## config.mk

```make
export PLATFORM = sky130hd
export DESIGN_NAME = taylor_series_stage
export DESIGN_NICKNAME = d
export VERILOG_FILES = /design/src/rtl/exp_pkg.sv /design/src/rtl/fixed_mul.sv /design/src/rtl/taylor_series_stage.sv
export SDC_FILE = /design/constraint.sdc
export NUM_CORES = 2
export LEC_CHECK = 0
export CAP_MARGIN = 0
export CORE_AREA = 3 3 238 240
export DETAILED_ROUTE_END_ITERATION = 10
export DIE_AREA = 0 0 241 243
export PLACE_DENSITY = 0.83
export REMOVE_ABC_BUFFERS = 1
export SLEW_MARGIN = 20
export SYNTH_ARGS = -nofsm -noshare
export SYNTH_HDL_FRONTEND = slang
export SYNTH_SLANG_ARGS = --single-unit
```

## constraint.sdc

```tcl
create_clock -name CLK -period 10.9 [get_ports CLK]
set_clock_uncertainty 0.15 [all_clocks]
set_input_delay 1.09 -clock CLK [delete_from_list [all_inputs] [get_ports CLK]]
set_output_delay 1.09 -clock CLK [all_outputs]
set_load 0.02 [all_outputs]
```

## src/rtl/exp_pkg.sv

```systemverilog
// Shared constants and helpers for the exponential pipeline.
// Q2.24 fixed point: 1.0 is 1 << FRAC_W.
package exp_pkg;

    localparam int W      = 26;
    localparam int FRAC_W = 24;

    localparam logic [W-1:0] ONE_FIXED = 26'h1000000;

    typedef enum logic [1:0] {
        IDLE  = 2'd0,
        MUL_F = 2'd1,
        MUL_R = 2'd2,
        DONE  = 2'd3
    } state_t;

    // floor(2^24 / k) as a Q2.24 operand; k = 1 needs the full 1.0
    function automatic logic [W-1:0] recip(input logic [3:0] k);
        logic [W-1:0] r;
        r = '0;
        case (k)
            4'd1:    r = 26'h1000000;
            4'd2:    r = 26'h0800000;
            4'd3:    r = 26'h0555555;
            4'd4:    r = 26'h0400000;
            4'd5:    r = 26'h0333333;
            4'd6:    r = 26'h02AAAAA;
            4'd7:    r = 26'h0249249;
            4'd8:    r = 26'h0200000;
            4'd9:    r = 26'h01C71C7;
            4'd10:   r = 26'h0199999;
            4'd11:   r = 26'h01745D1;
            4'd12:   r = 26'h0155555;
            default: r = '0;
        endcase
        return r;
    endfunction

endpackage

```

## src/rtl/fixed_mul.sv

```systemverilog
// Unsigned Q2.24 x Q2.24 multiply, truncated back to Q2.24.
// The accumulator stays below 2.72, so the top product bits are always 0.
module fixed_mul
    import exp_pkg::*;
(
    input  logic [W-1:0] a,
    input  logic [W-1:0] b,
    output logic [W-1:0] p
);

    logic [2*W-1:0] full;
    logic           unused_bits;

    assign full = {{W{1'b0}}, a} * {{W{1'b0}}, b};
    assign p    = full[FRAC_W+W-1:FRAC_W];

    assign unused_bits = ^{full[2*W-1:FRAC_W+W], full[FRAC_W-1:0]};

endmodule

```

## src/rtl/taylor_series_stage.sv

```systemverilog
// Stage 4: e^f for 0 <= f < 1 by Horner evaluation of the Taylor series,
// acc = 1 + acc*f/k for k = TERMS..1, on a single shared multiplier.
module taylor_series_stage
    import exp_pkg::*;
#(
    parameter int TERMS = 8
) (
    input  logic         CLK,
    input  logic         rst,
    input  logic         start,
    input  logic [W-1:0] FIXED_frac_input,
    input  logic [W-1:0] FIXED_e_input,
    input  logic [31:0]  FLOAT_e_input,
    output logic [W-1:0] FIXED_taylor_output,
    output logic [W-1:0] FIXED_e_output,
    output logic [31:0]  FLOAT_e_output,
    output logic         output_ready,
    output logic         busy
);

    localparam logic [3:0] K_INIT = 4'(TERMS);

    state_t       state;
    state_t       state_nx;
    logic [3:0]   k;
    logic [W-1:0] f_reg;
    logic [W-1:0] acc;
    logic [W-1:0] prod;
    logic [W-1:0] e_fixed;
    logic [31:0]  e_float;
    logic [W-1:0] mul_a;
    logic [W-1:0] mul_b;
    logic [W-1:0] mul_p;
    logic [W-1:0] acc_nx;
    logic         last;
    logic         unused_frac_hi;

    assign unused_frac_hi = ^FIXED_frac_input[W-1:FRAC_W];

    assign last   = (k == 4'd1);
    assign acc_nx = ONE_FIXED + mul_p;
    assign busy   = (state != IDLE);

    // State register
    always_ff @(posedge CLK or negedge rst) begin
        if (!rst) state <= IDLE;
        else      state <= state_nx;
    end

    // Next-state: two multiply phases per series term
    always_comb begin
        state_nx = state;
        unique case (state)
            IDLE:    if (start) state_nx = MUL_F;
            MUL_F:   state_nx = MUL_R;
            MUL_R:   state_nx = last ? DONE : MUL_F;
            DONE:    state_nx = IDLE;
            default: state_nx = IDLE;
        endcase
    end

    // Multiplier operand select: acc*f, then prod*(1/k)
    always_comb begin
        mul_a = acc;
        mul_b = f_reg;
        if (state == MUL_R) begin
            mul_a = prod;
            mul_b = recip(k);
        end
    end

    fixed_mul u_mul (
        .a (mul_a),
        .b (mul_b),
        .p (mul_p)
    );

    // Datapath and output registers
    always_ff @(posedge CLK or negedge rst) begin
        if (!rst) begin
            k                   <= '0;
            f_reg               <= '0;
            acc                 <= '0;
            prod                <= '0;
            e_fixed             <= '0;
            e_float             <= '0;
            FIXED_taylor_output <= '0;
            FIXED_e_output      <= '0;
            FLOAT_e_output      <= '0;
            output_ready        <= 1'b0;
        end else begin
            output_ready <= 1'b0;
            unique case (state)
                IDLE: begin
                    if (start) begin
                        f_reg   <= {2'b00, FIXED_frac_input[FRAC_W-1:0]};
                        e_fixed <= FIXED_e_input;
                        e_float <= FLOAT_e_input;
                        acc     <= ONE_FIXED;
                        k       <= K_INIT;
                    end
                end
                MUL_F: prod <= mul_p;
                MUL_R: begin
                    acc <= acc_nx;
                    if (last) begin
                        FIXED_taylor_output <= acc_nx;
                        FIXED_e_output      <= e_fixed;
                        FLOAT_e_output      <= e_float;
                        output_ready        <= 1'b1;
                    end else begin
                        k <= k - 4'd1;
                    end
                end
                DONE: ;
                default: ;
            endcase
        end
    end

endmodule

```

### After elaboration in Yosys (flattened, before gate mapping)

Memory sizes are Yosys's and may differ from the RTL's.
Cells that the tools add are included.

* flip-flop bits (word level): 225
* bits in read-only memories: 400
* bits of input ports: 87
* output and inout bits: 86
* logic and storage cells: 40
* memories kept: 1

* $add $sub $neg: 2
* multiply operators: 1
* equality and inequality tests: 6
* mux-type cells: 12
* reduce and logical (&&, ||, !) cells: 7

Memory list
* (no name shown): depth 16, bits a word 25, read ports 1, clocked after memory_dff 0, write ports 0, RTL line exp_pkg.sv:21 `case (k)`

Operator list (number)
* $mux 26: 3
* $pmux 26 s2: 1
* $mul 26x26->50: 1
* $add 25x26->26 const A: 1
* $mux 4: 2
* $pmux 2 s4: 1
* $pmux 4 s2: 1
* $reduce_and 2->1: 3
* $eq 2x2->1 const B: 2
* $eq 4x1->1 const B: 1
* $mux 2: 2
* $ne 2x2->1 const B: 2
* $reduce_bool 2->1: 2
* $sub 4x1->4 const B: 1
* $reduce_and 3->1: 1
* $eq 2x1->1 const B: 1
* $logic_not 2->1: 1
* $mux 1: 2

### Longest topological paths before layout

* depth after elaboration: 5
* gate-level depth with buffers: 32
* depth with buffers taken out: 30

### Cells and area by module

A second synthesis with hierarchy kept.

* cell total of the unflattened synthesis: 3087
* area, all modules: 30545.5 sq um

Modules (own cells, without submodules)
* fixed_mul: instances 1, cells each 2382, area an instance 21279.2 sq um, sequential area each 0.0 sq um
* taylor_series_stage: instances 1, cells each 705, area an instance 9266.4 sq um, sequential area each 5630.4 sq um

### Worst setup path before layout

Ideal clock, no wire load.

* path type: flip-flop to flip-flop
* start point: register state[0]
* end point: register FIXED_taylor_output[25]
* library setup time: 0.076 ns
* data arrival time: 8.010 ns
* required time: 10.674 ns
* slack: 2.664 ns
* cell stages (with the launch flop): 28
* path buffers: 3
* clock period less this slack: 8.236 ns
* cells stage by stage: dfrtp_1 -> nand2b_4 -> clkbuf_1 -> buf_1 -> mux2i_1 -> clkbuf_1 -> nor2_1 -> fa_1 -> fa_1 -> inv_1 -> fa_1 -> fa_1 -> inv_1 -> fa_1 -> fa_1 -> inv_1 -> fa_1 -> inv_1 -> ha_1 -> nand3_1 -> nor4_1 -> nand3_1 -> a2111oi_2 -> a2111oi_2 -> nor2_1 -> a41oi_2 -> xnor3_1 -> o21ai_1

* longest elaborated chain between the ends: 4
* elaborated cells between the ends (all ways): 6
* classes of those cells: add/sub (1); mul (1); eq/ne (1); mux (2); reduce/logical (1)

RTL lines
* start, declared: RTL line taylor_series_stage.sv:23 `state_t state;`
* start signal, assigned: RTL line taylor_series_stage.sv:47 `else state <= state_nx;`
* $eq 2x2->1 *: RTL line taylor_series_stage.sv:66, taylor_series_stage.sv:93
* $mux 26: RTL line taylor_series_stage.sv:66 `if (state == MUL_R) begin`
* $mul 26x26->50: RTL line fixed_mul.sv:14 `assign full = {{W{1'b0}}, a} * {{W{1'b0}}, b};`
* $add 25x26->26: RTL line taylor_series_stage.sv:41 `assign acc_nx = ONE_FIXED + mul_p;`
* end signal, assigned: RTL line taylor_series_stage.sv:107 `FIXED_taylor_output <= acc_nx;`
* end, declared: RTL line taylor_series_stage.sv:14 `output logic [W-1:0] FIXED_taylor_output,`

Mark *: on every way between the ends. The rest lies on a longest branch, timed or not.
A chain may end at the register's enable or synchronous reset.

### Worst setup path after layout

* start point: register k[2]
* end point: register FIXED_taylor_output[23]

* longest elaborated chain between the ends: 4
* elaborated cells between the ends (all ways): 6
* classes of those cells: add/sub (1); mul (1); eq/ne (1); mux (1); reduce/logical (1); memory (1)

RTL lines
* start, declared: RTL line taylor_series_stage.sv:25 `logic [3:0] k;`
* start signal, assigned: RTL line taylor_series_stage.sv:112 `k <= k - 4'd1;`
* $mem_v2 16x25
* $mux 26: RTL line taylor_series_stage.sv:66
* $mul 26x26->50: RTL line fixed_mul.sv:14
* $add 25x26->26: RTL line taylor_series_stage.sv:41

Several ways; a longest one is shown, not always the timed one.

==> metrics.cfg <==
[floorplan]
dieWidth_um = 241
dieHeight_um = 243
core-area_um2 = 54900
dieArea_um2 = 58600
rows = 86
ioPinCount = 173
initial_core_util_pct = 54.9

[detailed_routing]
drtIter0Drc = 2397
drt-pass1-iter-count = 7
num_vias = 24107
wl_per_cell_um = 20.8
drc = 0
drt-total-wl_mm = 87.1
viasPerCell = 5.75
ant_nets = 0

[setup_path]
cpPeakStageDelay_ns = 0.77
crit_path_end_kind = register
cp.arrival_ns = 10.25
crit_type = reg -> reg
cp-start-kind = register
cp_slowest_cell = a221oi_1
crit_required_ns = 11.11
cp_common_cell = fa_1
crit_path_max_fanout = 14

[synthesis]
yosysWarningCount = 0
synth_commonest_cells = inv_1, nand2_1, fa_1
syn-instance-count = 3348
netlist_top_cells_area = fa_1, dfrtp_1, ha_1, inv_1, nand2_1
syn_area_um2 = 30100
synth-async-reset-ratio_pct = 100
synth_largest_area_cell = fa_1
yosys.cell_types.count = 70
synth-edff-count = 0
ys_ff_latch = 225
ys.flop_type = dfrtp_1
netlist.area_leader.share_pct = 36.4
synth.most_common_cell = inv_1
synth.avg_cell_area_um2 = 8.99
seq_area_frac_synth_pct = 18.7

[global_route]
met2_usage_pct = 48.1
grtUsageTotal_pct = 30.5
grt_pass1_wl_mm = 138
antenna_found_initial = 1
gr-total-overflow = 0
grt_max_degree = 152
met1_usage_pct = 37.4
grt_util_met3_pct = 8.23
grt_pass1_vias = 25709
busiest_layer = met2

[finish]
reg_top3 = FLOAT_e_output: 32 flops, e_float: 32 flops
drive_above_1_share_pct = 7.05
post-route-util_pct = 61.3
syn2layout_area_growth_pct = 11.6
diodes = 0
fin_nets = 4311

[sta]
fmax_mhz = 99.7
fin_ws_ns = 0.866
setup_viol = 0
holdWs_ns = 0.312
rsz0062_at_grt = no
hold_viol = 0
period_share_pct = 92.1
layout_min_cycle_time_ns = 10.03
fin_setup_tns_ns = 0
drv_slew = 0
relSlewSlack_pct = 25.7
tightestPinTransition_ns = 1.08

[clock_tree]
numCtsBuffers = 24
cts-root-buf = clkbuf_16
cts.sinks = 225
ctsLongestPathBuffers = 3
htree_levels = 1
cts_tree = built
cts.clk_slew.worst_paths_ns = 0.06
ctsResizeCount = 0
post_cts_buffers = 0
holdBufCountCts = 0
clock_latency_ns = 0.54

[placement]
routabilityCongestion = 1.00
dpl.hpwl_mm = 67.8
place_worst_setup_slack_ns = 1.25
port_buffers = 170

[worst_hold_path]
hold_class = reg -> reg

[flow_run]
maxCapViolCount = 0

[status]
status = finished clean

## cell families after synthesis
group                    after synthesis  share of synthesized area (%)
AO/OA/AOI/OAI                        264                           5.86
XOR/XNOR                              28                          0.860
adder cells (fa/ha/maj)              753                           45.0
buffers and inverters                829                           10.3
flip-flops                           225                           18.7
multiplexers                         122                           4.45
AND/OR/NAND/NOR                     1127                           14.8
## per-stage QoR
| stage | cell area, um2 | std cells |
|---|---|---|
| after global placement | 32800 | 4148 |
| after detailed placement | 32800 | 4148 |
| after CTS | 33600 | 4192 |
| after global routing | 33600 | 4193 |
| final | 33600 | 4193 |
| after floorplan | 29500 | 3199 |
## layout make-up
type | count | area (um2)
inverter | 680 | 2550
multi-input combinational | 2294 | 21400
clock buffer | 32 | 681
timing repair buffer | 246 | 2300
sequential | 225 | 5630
fill | 4337 | 21300
tap | 704 | 881
clock inverter | 12 | 144
## placed cells by master (no fill, tap or decap), drive strengths merged, types with 5 or more instances in the layout
| cell type | n |
|---|---|
| a2111oi | 5 |
| a211o | 5 |
| a211oi | 8 |
| a21o | 27 |
| a21oi | 59 |
| a22o | 9 |
| a31oi | 6 |
| and2 | 12 |
| and3 | 5 |
| buf | 77 |
| clkbuf | 32 |
| clkdlybuf4s50 | 169 |
| clkinv | 8 |
| dfrtp | 225 |
| fa | 548 |
| ha | 205 |
| inv | 680 |
| mux2 | 91 |
| mux2i | 31 |
| nand2 | 620 |
| nand2b | 6 |
| nand3 | 13 |
| nand4 | 13 |
| nor2 | 411 |
| nor2b | 14 |
| nor3 | 8 |
| o211ai | 10 |
| o21a | 13 |
| o21ai | 78 |
| o31ai | 8 |
| or2 | 10 |
| xnor2 | 20 |
| xor2 | 7 |
## worst paths after layout
path,cells past startpoint,endpoint,slack [ns],startpoint
setup reg to reg,26,FIXED_taylor_output[23],0.87,k[2]
hold / removal,2,FLOAT_e_output[26],0.31,e_float[26]
max in group asynchronous,3,FIXED_taylor_output[7],8.46,rst
setup / recovery,26,FIXED_taylor_output[23],0.87,k[2]
hold reg to reg,2,FLOAT_e_output[26],0.31,e_float[26]
min in group asynchronous,1,e_float[14],0.33,rst
## worst max-delay path, delay by kind of cell, from the launching register on
kind                       cells  cell delay (ns)
AOI/OAI and AO/OA              8             3.35
adders and majority gates      8             3.84
buffers and inverters          5             0.89
DFF                            1             0.66
and+or+nand+nor                5             0.98
## routing by layer
metal	part of all wire [%]	wire, um
met2	46	39800
met5	0.014	12
met1	34	29900
met3	12	10200
met4	8.3	7220
Power is left out: the tool's default activity adds up to more than one toggle a clock period on the data nets, which glitch-free logic cannot reach.
